--- config.mk ---
export PLATFORM = sky130hd
export DESIGN_NAME = uart_rx_ctrl
export DESIGN_NICKNAME = d
export VERILOG_FILES = /design/src/rtl/uart_rx_ctrl.sv
export SDC_FILE = /design/constraint.sdc
export NUM_CORES = 1
export LEC_CHECK = 0
export BUFFER_PORTS_ARGS = -buffer_cell sky130_fd_sc_hd__buf_2
export CORE_UTILIZATION = 52
export CTS_CLUSTER_DIAMETER = 120
export DETAILED_ROUTE_END_ITERATION = 6
export PLACE_DENSITY = 0.73
export SLEW_MARGIN = 5
export SYNTH_ARGS = -nofsm -noshare
export SYNTH_HDL_FRONTEND = slang
export SYNTH_SLANG_ARGS = --single-unit
--- constraint.sdc ---
create_clock -name CLOCK -period 1.7 [get_ports CLOCK]
set_input_delay 0 -clock CLOCK [delete_from_list [all_inputs] [get_ports CLOCK]]
set_output_delay 0 -clock CLOCK [all_outputs]
set_load 0.02 [all_outputs]
--- src/rtl/uart_rx_ctrl.sv ---
// uart_rx_ctrl
// Receive controller for a fixed 8N1 UART frame. A start is announced by a
// one-cycle pulse on H2L_Sig from an external falling-edge detector. The block
// checks the start bit at mid-bit and then samples each data bit and the stop
// bit one bit-time apart. A good byte is presented on RX_Data together with a
// one-cycle RX_Done_Sig pulse.
//
// State table:
//   IDLE  | waiting for a start-edge pulse
//   START | counting to the middle of the start bit, then checking that it is low
//   DATA  | sampling 8 data bits LSB first, one bit-time apart
//   STOP  | sampling the stop bit; high = good frame, low = framing error
//   DONE  | one-cycle RX_Done_Sig pulse, then back to IDLE
//
// Ports:
//   CLOCK       in   system clock
//   RST_n       in   asynchronous active-low reset
//   RXD         in   raw serial line, idle high (synchronised internally)
//   H2L_Sig     in   one-cycle start-edge pulse
//   RX_En_Sig   in   receive enable; low forces IDLE
//   RX_Data     out  last correctly received byte
//   RX_Done_Sig out  one-cycle pulse, RX_Data valid and updated
//   Frame_Err   out  one-cycle pulse, stop bit sampled low
//   RX_Busy     out  high while not IDLE
module uart_rx_ctrl #(
  parameter int BAUD_DIV = 5208,
  parameter int HALF_DIV = BAUD_DIV / 2
) (
  input  logic       CLOCK,
  input  logic       RST_n,
  input  logic       RXD,
  input  logic       H2L_Sig,
  input  logic       RX_En_Sig,
  output logic [7:0] RX_Data,
  output logic       RX_Done_Sig,
  output logic       Frame_Err,
  output logic       RX_Busy
);

  localparam int CW = $clog2(BAUD_DIV);
  localparam logic [CW-1:0] BAUD_LAST = CW'(BAUD_DIV - 1);
  localparam logic [CW-1:0] HALF_LAST = CW'(HALF_DIV - 1);
  localparam logic [CW-1:0] CNT_ONE   = CW'(1);

  typedef enum logic [2:0] {
    IDLE  = 3'd0,
    START = 3'd1,
    DATA  = 3'd2,
    STOP  = 3'd3,
    DONE  = 3'd4
  } state_t;

  state_t        state;
  logic [CW-1:0] baud_cnt;
  logic [2:0]    bit_cnt;
  logic [7:0]    shreg;
  logic          rxd_m;
  logic          rxd_s;

  always_ff @(posedge CLOCK or negedge RST_n) begin
    if (!RST_n) begin
      state       <= IDLE;
      baud_cnt    <= '0;
      bit_cnt     <= '0;
      shreg       <= '0;
      rxd_m       <= 1'b1;
      rxd_s       <= 1'b1;
      RX_Data     <= 8'h00;
      RX_Done_Sig <= 1'b0;
      Frame_Err   <= 1'b0;
      RX_Busy     <= 1'b0;
    end else begin
      rxd_m       <= RXD;
      rxd_s       <= rxd_m;
      // Both status outputs are single-cycle pulses by default.
      RX_Done_Sig <= 1'b0;
      Frame_Err   <= 1'b0;

      if (state != IDLE && !RX_En_Sig) begin
        // Abort: drop the frame silently, RX_Data untouched.
        state    <= IDLE;
        RX_Busy  <= 1'b0;
        baud_cnt <= '0;
        bit_cnt  <= '0;
      end else begin
        case (state)
          IDLE: begin
            if (H2L_Sig && RX_En_Sig) begin
              state    <= START;
              RX_Busy  <= 1'b1;
              baud_cnt <= '0;
              bit_cnt  <= '0;
            end
          end
          START: begin
            if (baud_cnt == HALF_LAST) begin
              baud_cnt <= '0;
              if (!rxd_s) begin
                state <= DATA;
              end else begin
                // Line back high at mid-start: treat as a glitch.
                state   <= IDLE;
                RX_Busy <= 1'b0;
              end
            end else begin
              baud_cnt <= baud_cnt + CNT_ONE;
            end
          end
          DATA: begin
            if (baud_cnt == BAUD_LAST) begin
              baud_cnt       <= '0;
              shreg[bit_cnt] <= rxd_s;
              bit_cnt        <= bit_cnt + 3'd1;
              if (bit_cnt == 3'd7) state <= STOP;
            end else begin
              baud_cnt <= baud_cnt + CNT_ONE;
            end
          end
          STOP: begin
            if (baud_cnt == BAUD_LAST) begin
              baud_cnt <= '0;
              if (rxd_s) begin
                // Data and done pulse land on the same edge.
                RX_Data     <= shreg;
                RX_Done_Sig <= 1'b1;
                state       <= DONE;
              end else begin
                Frame_Err <= 1'b1;
                state     <= IDLE;
                RX_Busy   <= 1'b0;
              end
            end else begin
              baud_cnt <= baud_cnt + CNT_ONE;
            end
          end
          DONE: begin
            // Leaving here mid-stop-bit lets a back-to-back start edge be seen.
            state   <= IDLE;
            RX_Busy <= 1'b0;
          end
          default: begin
            state   <= IDLE;
            RX_Busy <= 1'b0;
          end
        endcase
      end
    end
  end

endmodule

==> results of run 1 <==
[sequential cells by signal, summed over array words and instances, names as in the netlist]
| register | flops |
|---|---|
| baud_cnt | 13 |
| RX_Data | 8 |
| shreg | 8 |
| bit_cnt | 3 |
| state | 3 |
| Frame_Err | 1 |
| RX_Busy | 1 |
| RX_Done_Sig | 1 |
| rxd_m | 1 |
| rxd_s | 1 |
[power groups by stage]
stage               clock (W)  combinational (W)  sequential [W]
CTS                  0.000633           0.000181        0.000995
global placement            0           0.000166         0.00101
floorplan                   0          0.0000759         0.00102
finish               0.000636           0.000247        0.000997
global route         0.000694           0.000268        0.000998
detailed placement          0           0.000168         0.00101
[worst reg2reg max path, stage by stage, from the launching register on]
cell,delay [ps]
dfrtp_1,360
ha_2,190
nor3b_4,180
and4_4,270
buf_4,140
a31oi_1,100
or4_1,420
a21boi_1,150
[repair_timing]
action	4_1_cts	5_1_grt
pin swaps	2	15
hold buffers	2	0
gates resized for setup	8	44
buffers inserted	4	3
hold endpoints to repair	39	0
cloned	1	0
setup endpoints to repair	24	33
[path summary, 6_finish.rpt]
kind	end	depth (start not counted)	start
max	state[0]	7	baud_cnt[1]
min	state[0]	2	RX_En_Sig
max reg2reg	state[0]	7	baud_cnt[1]
min reg2reg	rxd_s	0	rxd_m
max in group asynchronous	rxd_s	3	RST_n
min in group asynchronous	baud_cnt[6]	3	RST_n
[metrics by stage]
| stage | area [um2] | std cells | hold slack (ps) |
|---|---|---|---|
| 2_1_floorplan | 2120 | 212 | -296 |
| 3_3_place_gp | 2430 | 298 | 89.0 |
| 3_5_place_dp | 2430 | 298 | 85.1 |
| 4_1_cts | 2620 | 313 | 22.6 |
| 5_1_grt | 2820 | 315 | 28.8 |
| 6_report | 2820 | 315 | 30.0 |
[cell usage in the layout, fill, tap and decap left out, drive strengths merged, types with 3 or more instances in the layout]
cell and n:
nand2 27, inv 9, nand4 5, o211ai 3, nor3b 3, o21ai 12, mux2 15, and2 6
nor2 14, nand3 14, dfrtp 38, and3 5, a31oi 4, nor2b 3, nor3 7, a21oi 5
buf 55, clkbuf 6, ha 3, o22ai 5
[cell usage after synthesis (all sizes together), types with 3 or more instances]
master and n:
a21oi 5, dfrtp 38, nor2b 3, and2 6
nand4 4, nor3 7, ha 3, nand2 27
buf 7, o21ai 12, o211ai 3, mux2 15
nor3b 3, and3 5, nor2 14, nand3 14
o22ai 5, clkbuf 4, inv 9, a31oi 4
[layout make-up]
| type | instances | area, um2 |
|---|---|---|
| Clock buffer | 6 | 72.6 |
| Clock inverter | 2 | 12.5 |
| Fill cell | 250 | 955 |
| Inverter | 9 | 33.8 |
| Multi-Input combinational cell | 153 | 1220 |
| Sequential cell | 40 | 1000 |
| Tap cell | 48 | 60.1 |
| Timing Repair Buffer | 57 | 418 |
[logic make-up (layout without fill, tap and decap cells)]
logic type | Yosys count | in the layout | synth area share
compound gates | 36 | 36 | 0.103
xor+xnor | 2 | 2 | 0.00837
fa+ha+maj | 3 | 3 | 0.0179
buf+inv | 20 | 74 | 0.0532
flops | 40 | 40 | 0.479
mux | 17 | 17 | 0.0903
simple gates | 94 | 95 | 0.247
[layer usage]
| metal | up-vias | GRT usage | share of wire |
|---|---|---|---|
| met2 | 61 | 0.371 | 0.50 |
| met3 | 18 | 0.0347 | 0.043 |
| met5 | - | 0 | 0 |
| met4 | 0 | 0.101 | 0.023 |
| li1 | 869 | - | - |
| met1 | 912 | 0.339 | 0.43 |
==> results.md, run 1 <==
- Post-Route Skew: 14.1 ps
- Failing checks: setup timing
- DR WL/cell: 17.2 um
- Share of layout cells above drive strength 1: 0.446
- Initial antenna violation count: 0
- PwrDens: 668 nW/um2
- Final hold violations: 0
- Synth top area share: 0.454
- WS Path Type: register to register
- Critical Path Start Type: register
- Delay of the slowest cell on the worst path: 420 ps
- Top_reg_cell synth: dfrtp_1
- Die area: 4280 um2
- Cts bufs inserted: 5
- Crit path max-delay family: simple AND/OR/NAND/NOR gates
- Initial DRC Count: 137
- Setup TNS: -2450 ps
- Max Freq: 535 MHz
- Worst Tran Pin Value: 508 ps
- PnR worst setup slack: -168 ps
- Post-synthesis register bit count: 40
- Maximum Capacitance Violations: 0
- Critical path endpoint category: register
- Worst slack at placement: -179 ps
- Core Util, Final: 0.747
- Status: complete, but fails checks
- Syn. warnings: 0
- # port buffers: 15
- Global route overflow: 0
- Num rows: 22
- Synthesized area: 2090 um2
- Synthesis-to-layout area growth: 34.5%
- Seq pwr share: 0.530
- Ports: 16
- Nets: 274
- Die width: 65.4 um
- DRC Markers: 0
- Final Max Tran Viols: 0
- CP bufs+invs: 1
- R2r setup slk: -170 ps
- Largest net degree at the start of global routing: 41
- Fin crit share: 1.10
- Synth Instances: 212
- Synthesized area per cell: 9.87 um2
- Sw Ratio: 0.269
- Synth top area cells: dfrtp_1, mux2_2, nand2_1
- Global-route wire length before repair: 7.69 mm
- Psw: 0.000506 W
- Vias: 1860
- Vias in the first global route: 1639
- Clock-pin slew on the worst setup and hold paths: 80 ps
- HP Class: input pin to register
- TritonCTS Sinks: 40
- Die H: 65.4 um
- Syn_nets: 220
- Post-synth cell types: 44
- CP max stage cell: or4_1
- HPWL Detailed: 3.09 mm
- Post-synthesis sequential area ratio: 0.479
- Final setup fails: 28
- Worst vdd ir: 495 uV
- RSZ-0062 raised after global routing: yes
- H-Tree Depth: 2
- Worst-Skew Late Latency: 310 ps
- Routed wire length: 5.42 mm
- Leakage: 1.42 nW
- Number of synthesized flops with an enable pin: 0
- GPL Wtd Cong: 0.854
- Internal: 0.00137 W
- Slew headroom: 0.661
- CP arrival: 2100 ps
- Global router's overall resource usage: 0.241
- Core area: 3770 um2
- Clock root cell: clkbuf_8
- Vias/cell: 5.90
- TritonRoute pass-1 iters: 4
- Crit Path Max Fanout: 5
- Post-layout min period: 1870 ps
- Diodes inserted: 0
- Antenna Violating Nets Remaining: 0
- Clk pwr share: 0.339
- Clock buffer depth: 2
- Initial Utilization: 0.555
- Ys async rst share: 1.00
- CTS tree: yes
- WP data required: 1930 ps
- Tot Pwr: 0.00188 W
- Combinational share of power: 0.131
- Critical Path, Cell by Cell: ha_2, nor3b_4, and4_4, buf_4, a31oi_1, or4_1, a21boi_1
- Synth area leader: dfrtp_1
No activity file was read; power rests on OpenSTA's default activity.
==> inputs of run 2 (changes only) <==
CORE_MARGIN = 2   (was not set)
PLACE_DENSITY = 0.71   (was 0.73)
clock period = 2.08 ns   (was 1.7 ns; I/O delays follow)
==> results.md, run 2 (same netlist as run 1, synthesis figures left out) <==
- Share of layout cells above drive strength 1: 0.273 (-0.173)
- Biggest register: baud_cnt
- Vias/cell: 5.67 (-4.0%)
- Setup TNS: 0 ps (+2450 ps)
- Worst setup path start: baud_cnt[0]
- Num rows: 23 (+4.5%)
- Post-DP Area: 2250 um2 (-7.6%)
- Ports: 16 (unchanged)
- Max Freq: 529 MHz (-1.2%)
- CTS tree: yes
- PwrDens: 661 nW/um2 (-0.91%)
- Post-layout min period: 1890 ps (+23.5 ps)
- Initial DRC Count: 147 (+7.3%)
- Critical register-to-register path startpoint: baud_cnt[0]
- Final hold violations: 0 (unchanged)
- Final instance area: 2430 um2 (-14%)
- HPWL Detailed: 2.95 mm (-4.4%)
- Cts bufs inserted: 5 (unchanged)
- Worst-Skew Late Latency: 300 ps (about the same)
- RSZ-0062 raised after global routing: no
- CP arrival: 2070 ps (-30 ps)
- WHS Path Cells: 2 (unchanged)
- TritonCTS Sinks: 40 (unchanged)
- Vias in the first global route: 1430 (-13%)
- Clock root cell: clkbuf_8
- # fillers: 313 (+25%)
- Initial antenna violation count: 0 (unchanged)
- # port buffers: 15 (unchanged)
- Maximum Capacitance Violations: 0 (unchanged)
- Critical path endpoint category: register
- Leading cell types in the layout, fill and taps excluded: dfrtp_1, nand2_1, buf_4
- Final setup fails: 0 (-100%)
- HP Class: input pin to register
- Regs by FF count: baud_cnt x13, RX_Data x8, shreg x8
- WP data required: 2260 ps (+330 ps)
- Worst vdd ir: 454 uV (-8.2%)
- TritonRoute pass-1 iters: 5 (+1)
- Global-route wire length before repair: 6.87 mm (-11%)
- Final Max Tran Viols: 0 (unchanged)
- Clock buffer depth: 2 (unchanged)
- DRC Markers: 0 (unchanged)
- Synthesis-to-layout area growth: 15.9%
- H-Tree Depth: 2 (unchanged)
- Global route overflow: 0 (unchanged)
- Global router's overall resource usage: 0.207 (-0.0342)
- Vias: 1656 (-11%)
- Hold Path Origin: RX_En_Sig
- Die H: 67.4 um (+3.1%)
- Critical Path Start Type: register
- Clock-pin slew on the worst setup and hold paths: 80 ps (about the same)
- GPL Wtd Cong: 0.875 (+2.6%)
- Slew headroom: 0.419 (-0.242)
- Diodes inserted: 0 (unchanged)
- Status: finished clean
- Initial Utilization: 0.531 (-0.0241)
- Worst-case reg-to-reg path depth: 6 (-1)
- Worst Tran Pin Value: 872 ps (+363 ps)
- Leakage: 1.22 nW (-14%)
- DR WL/cell: 14.4 um (-16%)
- WS Path Type: register to register
- Crit Path Max Fanout: 6 (+1)
- Die area: 4550 um2 (+6.2%)
- Die width: 67.4 um (+3.1%)
- Nets: 249 (-9.1%)
- Largest net degree at the start of global routing: 41 (unchanged)
- Fin crit share: 0.910 (-0.189)
- Max reg flops: 13 (unchanged)
- Post-Route Skew: 9.32 ps (-4.81 ps)
- Routed wire length: 4.20 mm (-22%)
- Most common cell after layout, fill and taps aside: dfrtp_1
- Core area: 3940 um2 (+4.5%)
- Antenna Violating Nets Remaining: 0 (unchanged)
[run 2: path summary, 6_finish.rpt]
kind / endpoint / slack (ps)
min in group asynchronous: baud_cnt[9] / 360
worst min register to register: rxd_s / 360
worst min-delay path: state[0] / 40
worst max-delay path: shreg[5] / 190
max in group asynchronous: baud_cnt[3] / 1170
worst max register to register: shreg[5] / 190
[run 2: layer usage]
metal  global-route usage  share of wire
met1                0.306           0.48
met2                0.293           0.45
met3               0.0550          0.053
met4               0.0689          0.013
met5                    0              0
[run 2: final cells by class]
cell class / count / area (um2) / share of cell area
clock buffer: 6 / 82.6 / 0.0340
timing repair buffer: 33 / 215 / 0.0887
inverter: 9 / 33.8 / 0.0139
clock inverter: 2 / 38.8 / 0.0160
tap: 50 / 62.6 / 0.0258
sequential: 40 / 1000 / 0.414
multi-input combinational: 152 / 990 / 0.408
[run 2: power by group]
group / switching [W] / total (W) / internal, W
registers: 0.0000240 / 0.000822 / 0.000798
clock network: 0.000278 / 0.000670 / 0.000392
logic: 0.0000638 / 0.000113 / 0.0000490
total: 0.000366 / 0.00160 / 0.00124
[run 2: timing repair]
| item | CTS | global route |
|---|---|---|
| hold buffers | 2 | 0 |
| gates resized for setup | 0 | 3 |
| setup endpoints to repair | 0 | 8 |
| hold endpoints to repair | 39 | 0 |
| setup buffers | 0 | 3 |
[run 2: worst max-delay path: stages (launching register included)]
cell	delay (ps)
dfrtp_1	390
ha_1	180
nor3b_2	170
and4_4	270
nand4_1	200
nor3_1	210
mux2_2	360
[run 2: per-stage QoR]
stage | hold slack (ps) | setup slack (ps) | power [W] | utilization | std cells
after floorplan | -296 | 239 | 0.000892 | - | 212
after global placement | 105 | 205 | 0.000930 | 0.571 | 279
after detailed placement | 107 | 89.9 | 0.000935 | 0.571 | 279
after CTS | 26.8 | 72.4 | 0.00162 | 0.607 | 289
after global routing | 25.7 | 8.84 | 0.00168 | 0.615 | 292
final | 36.7 | 188 | 0.00160 | 0.615 | 292
==> inputs of run 3 (changes only) <==
CORE_ASPECT_RATIO = 0.8   (was not set)
CORE_UTILIZATION = 40   (was 52)
CTS_CLUSTER_SIZE = 16   (was not set)
PLACE_DENSITY = not set   (was 0.71)
==> results.md, run 3 (same netlist as run 1, synthesis figures left out) <==
- Worst vdd ir: 368 uV (-19%)
- Vias/cell: 5.40 (-4.8%)
- DR WL/cell: 13.7 um (-4.6%)
- Largest net degree at the start of global routing: 41 (unchanged)
- Core Util, Final: 0.480 (-0.136)
- CP arrival: 2170 ps (+100 ps)
- CP max stage cell: dfrtp_1
- Post-layout min period: 1980 ps (+89.7 ps)
- Global route overflow: 0 (unchanged)
- PnR worst setup slack: 98.4 ps (-89.7 ps)
- Vias: 1625 (-1.9%)
- Worst-case reg-to-reg path depth: 6 (unchanged)
- Initial antenna violation count: 0 (unchanged)
- Hold Path Origin: RX_En_Sig
- Tot Pwr: 0.00160 W (-0.59%)
- Initial DRC Count: 115 (-22%)
- Delay of the slowest cell on the worst path: 410 ps (+20 ps)
- Antenna Violating Nets Remaining: 0 (unchanged)
- WHS Path Cells: 2 (unchanged)
- Setup TNS: 0 ps (unchanged)
- Critical path endpoint category: register
- CTS tree: yes
- Worst Tran Pin Value: 895 ps (+23.2 ps)
- H-Tree Depth: 2 (unchanged)
- Vias in the first global route: 1350 (-5.6%)
- # port buffers: 15 (unchanged)
- DRC Markers: 0 (unchanged)
- Clock buffer depth: 2 (unchanged)
- Nets: 246 (-1.2%)
- Biggest register: baud_cnt
- Global-route wire length before repair: 6.78 mm (-1.4%)
- PwrDens: 661 nW/um2 (-0.12%)
- Max reg flops: 13 (unchanged)
- Final Max Tran Viols: 0 (unchanged)
- Worst slack at placement: 126 ps (+36.5 ps)
- WS Path Type: register to register
- Critical register-to-register path startpoint: baud_cnt[0]
- Post-Route Skew: 6.60 ps (-2.72 ps)
- HPWL Detailed: 2.86 mm (-3.1%)
- RR Endpoint: shreg[3]
- Crit Path Max Fanout: 6 (unchanged)
- HP Class: input pin to register
- Num rows: 23 (unchanged)
- Global router's overall resource usage: 0.151 (-0.0555)
- Hold EP: state[0]
- Ports: 16 (unchanged)
- Final setup fails: 0 (unchanged)
- Synthesis-to-layout area growth: 15.4%
- Share of layout cells above drive strength 1: 0.264 (-0.00913)
- TritonCTS Sinks: 40 (unchanged)
- Die H: 68.7 um (+1.9%)
- Leakage: 1.21 nW (-1.1%)
- Regs by FF count: baud_cnt x13, RX_Data x8, shreg x8
- Core area: 5040 um2 (+28%)
- Maximum Capacitance Violations: 0 (unchanged)
- Slew headroom: 0.403 (-0.0155)
- Leading cell types in the layout, fill and taps excluded: dfrtp_1, nand2_1, mux2_2, buf_2
- Clock root cell: clkbuf_8
- TritonRoute pass-1 iters: 4 (-1)
- Cts bufs inserted: 5 (unchanged)
- Final non-filler cell total: 301 (+3.1%)
- Diodes inserted: 0 (unchanged)
- Post CTS Setup Buffer Count: 0 (unchanged)
- Fin crit share: 0.953 (+0.0431)
- Status: finished clean
- Worst setup path start: baud_cnt[0]
- Clock-pin slew on the worst setup and hold paths: 80 ps (about the same)
- GPL Wtd Cong: 0.820 (-6.4%)
- RSZ-0062 raised after global routing: yes
- R2r setup slk: 100 ps (-90 ps)
- Crit path max-delay family: simple AND/OR/NAND/NOR gates
- Initial Utilization: 0.416 (-0.115)
- Worst-Skew Late Latency: 300 ps (about the same)
- CP bufs+invs: 0 (unchanged)
- Critical Path, Cell by Cell: ha_1, nor3b_1, and4_2, nand4_1, nor3_1, mux2_2
- WP data required: 2270 ps (about the same)
- Routed wire length: 4.13 mm (-1.6%)
- Final hold violations: 0 (unchanged)
- Most common cell after layout, fill and taps aside: dfrtp_1
- Die area: 5830 um2 (+28%)
- Max Freq: 505 MHz (-4.5%)
- Die width: 84.9 um (+26%)
- Placed insts: 291 (+4.3%)
- Critical Path Start Type: register
run 3: cell types whose count changed in the layout (fill, tap and decap cells not counted), sizes merged:
cell,previous run,this run
buf,31,28
run 3: worst max path at each step:
stage                           to  slack (ps)  cells after the start
after floorplan           shreg[1]         240                      6
after global placement    shreg[3]         170                      6
after detailed placement  shreg[1]         130                      6
after CTS                 shreg[1]         110                      6
after global routing      shreg[3]         -10                      6
final                     shreg[3]         100                      6
run 3: final cells by class:
| class | instances | area [um2] |
|---|---|---|
| fillers | 464 | 2620 |
| flip-flops and latches | 40 | 1000 |
| multi-input cells | 152 | 986 |
| repair buffers | 30 | 193 |
| well taps | 62 | 77.6 |
| inverters | 9 | 33.8 |
| clock inverters | 2 | 38.8 |
| clock buffers | 6 | 82.6 |
run 3: power breakdown:
part | internal (W) | switching (W) | total, W
Combinational | 0.0000403 | 0.0000603 | 0.000101
Sequential | 0.000798 | 0.0000259 | 0.000823
Clock | 0.000392 | 0.000279 | 0.000671
run 3: repair_timing:
item	in CTS	in global routing
resized for setup	0	2
hold buffers	2	0
endpoints found under the setup margin	0	6
endpoints found under the hold margin	39	0
run 3: per-layer routing:
layer | track usage | wire length, um | up-vias
met5 | 0 | 0 | -
met4 | 0.0774 | 75 | 0
met1 | 0.225 | 2180 | 772
li1 | - | - | 806
met2 | 0.204 | 1680 | 40
met3 | 0.0345 | 202 | 7
run 3: per-stage QoR:
stage / hold WS [ps] / instance area, um2
floorplan: -296 / 2090
global placement: 106 / 2270
detailed placement: 108 / 2270
CTS: 15.1 / 2410
global route: 40.6 / 2410
finish: 28.1 / 2410
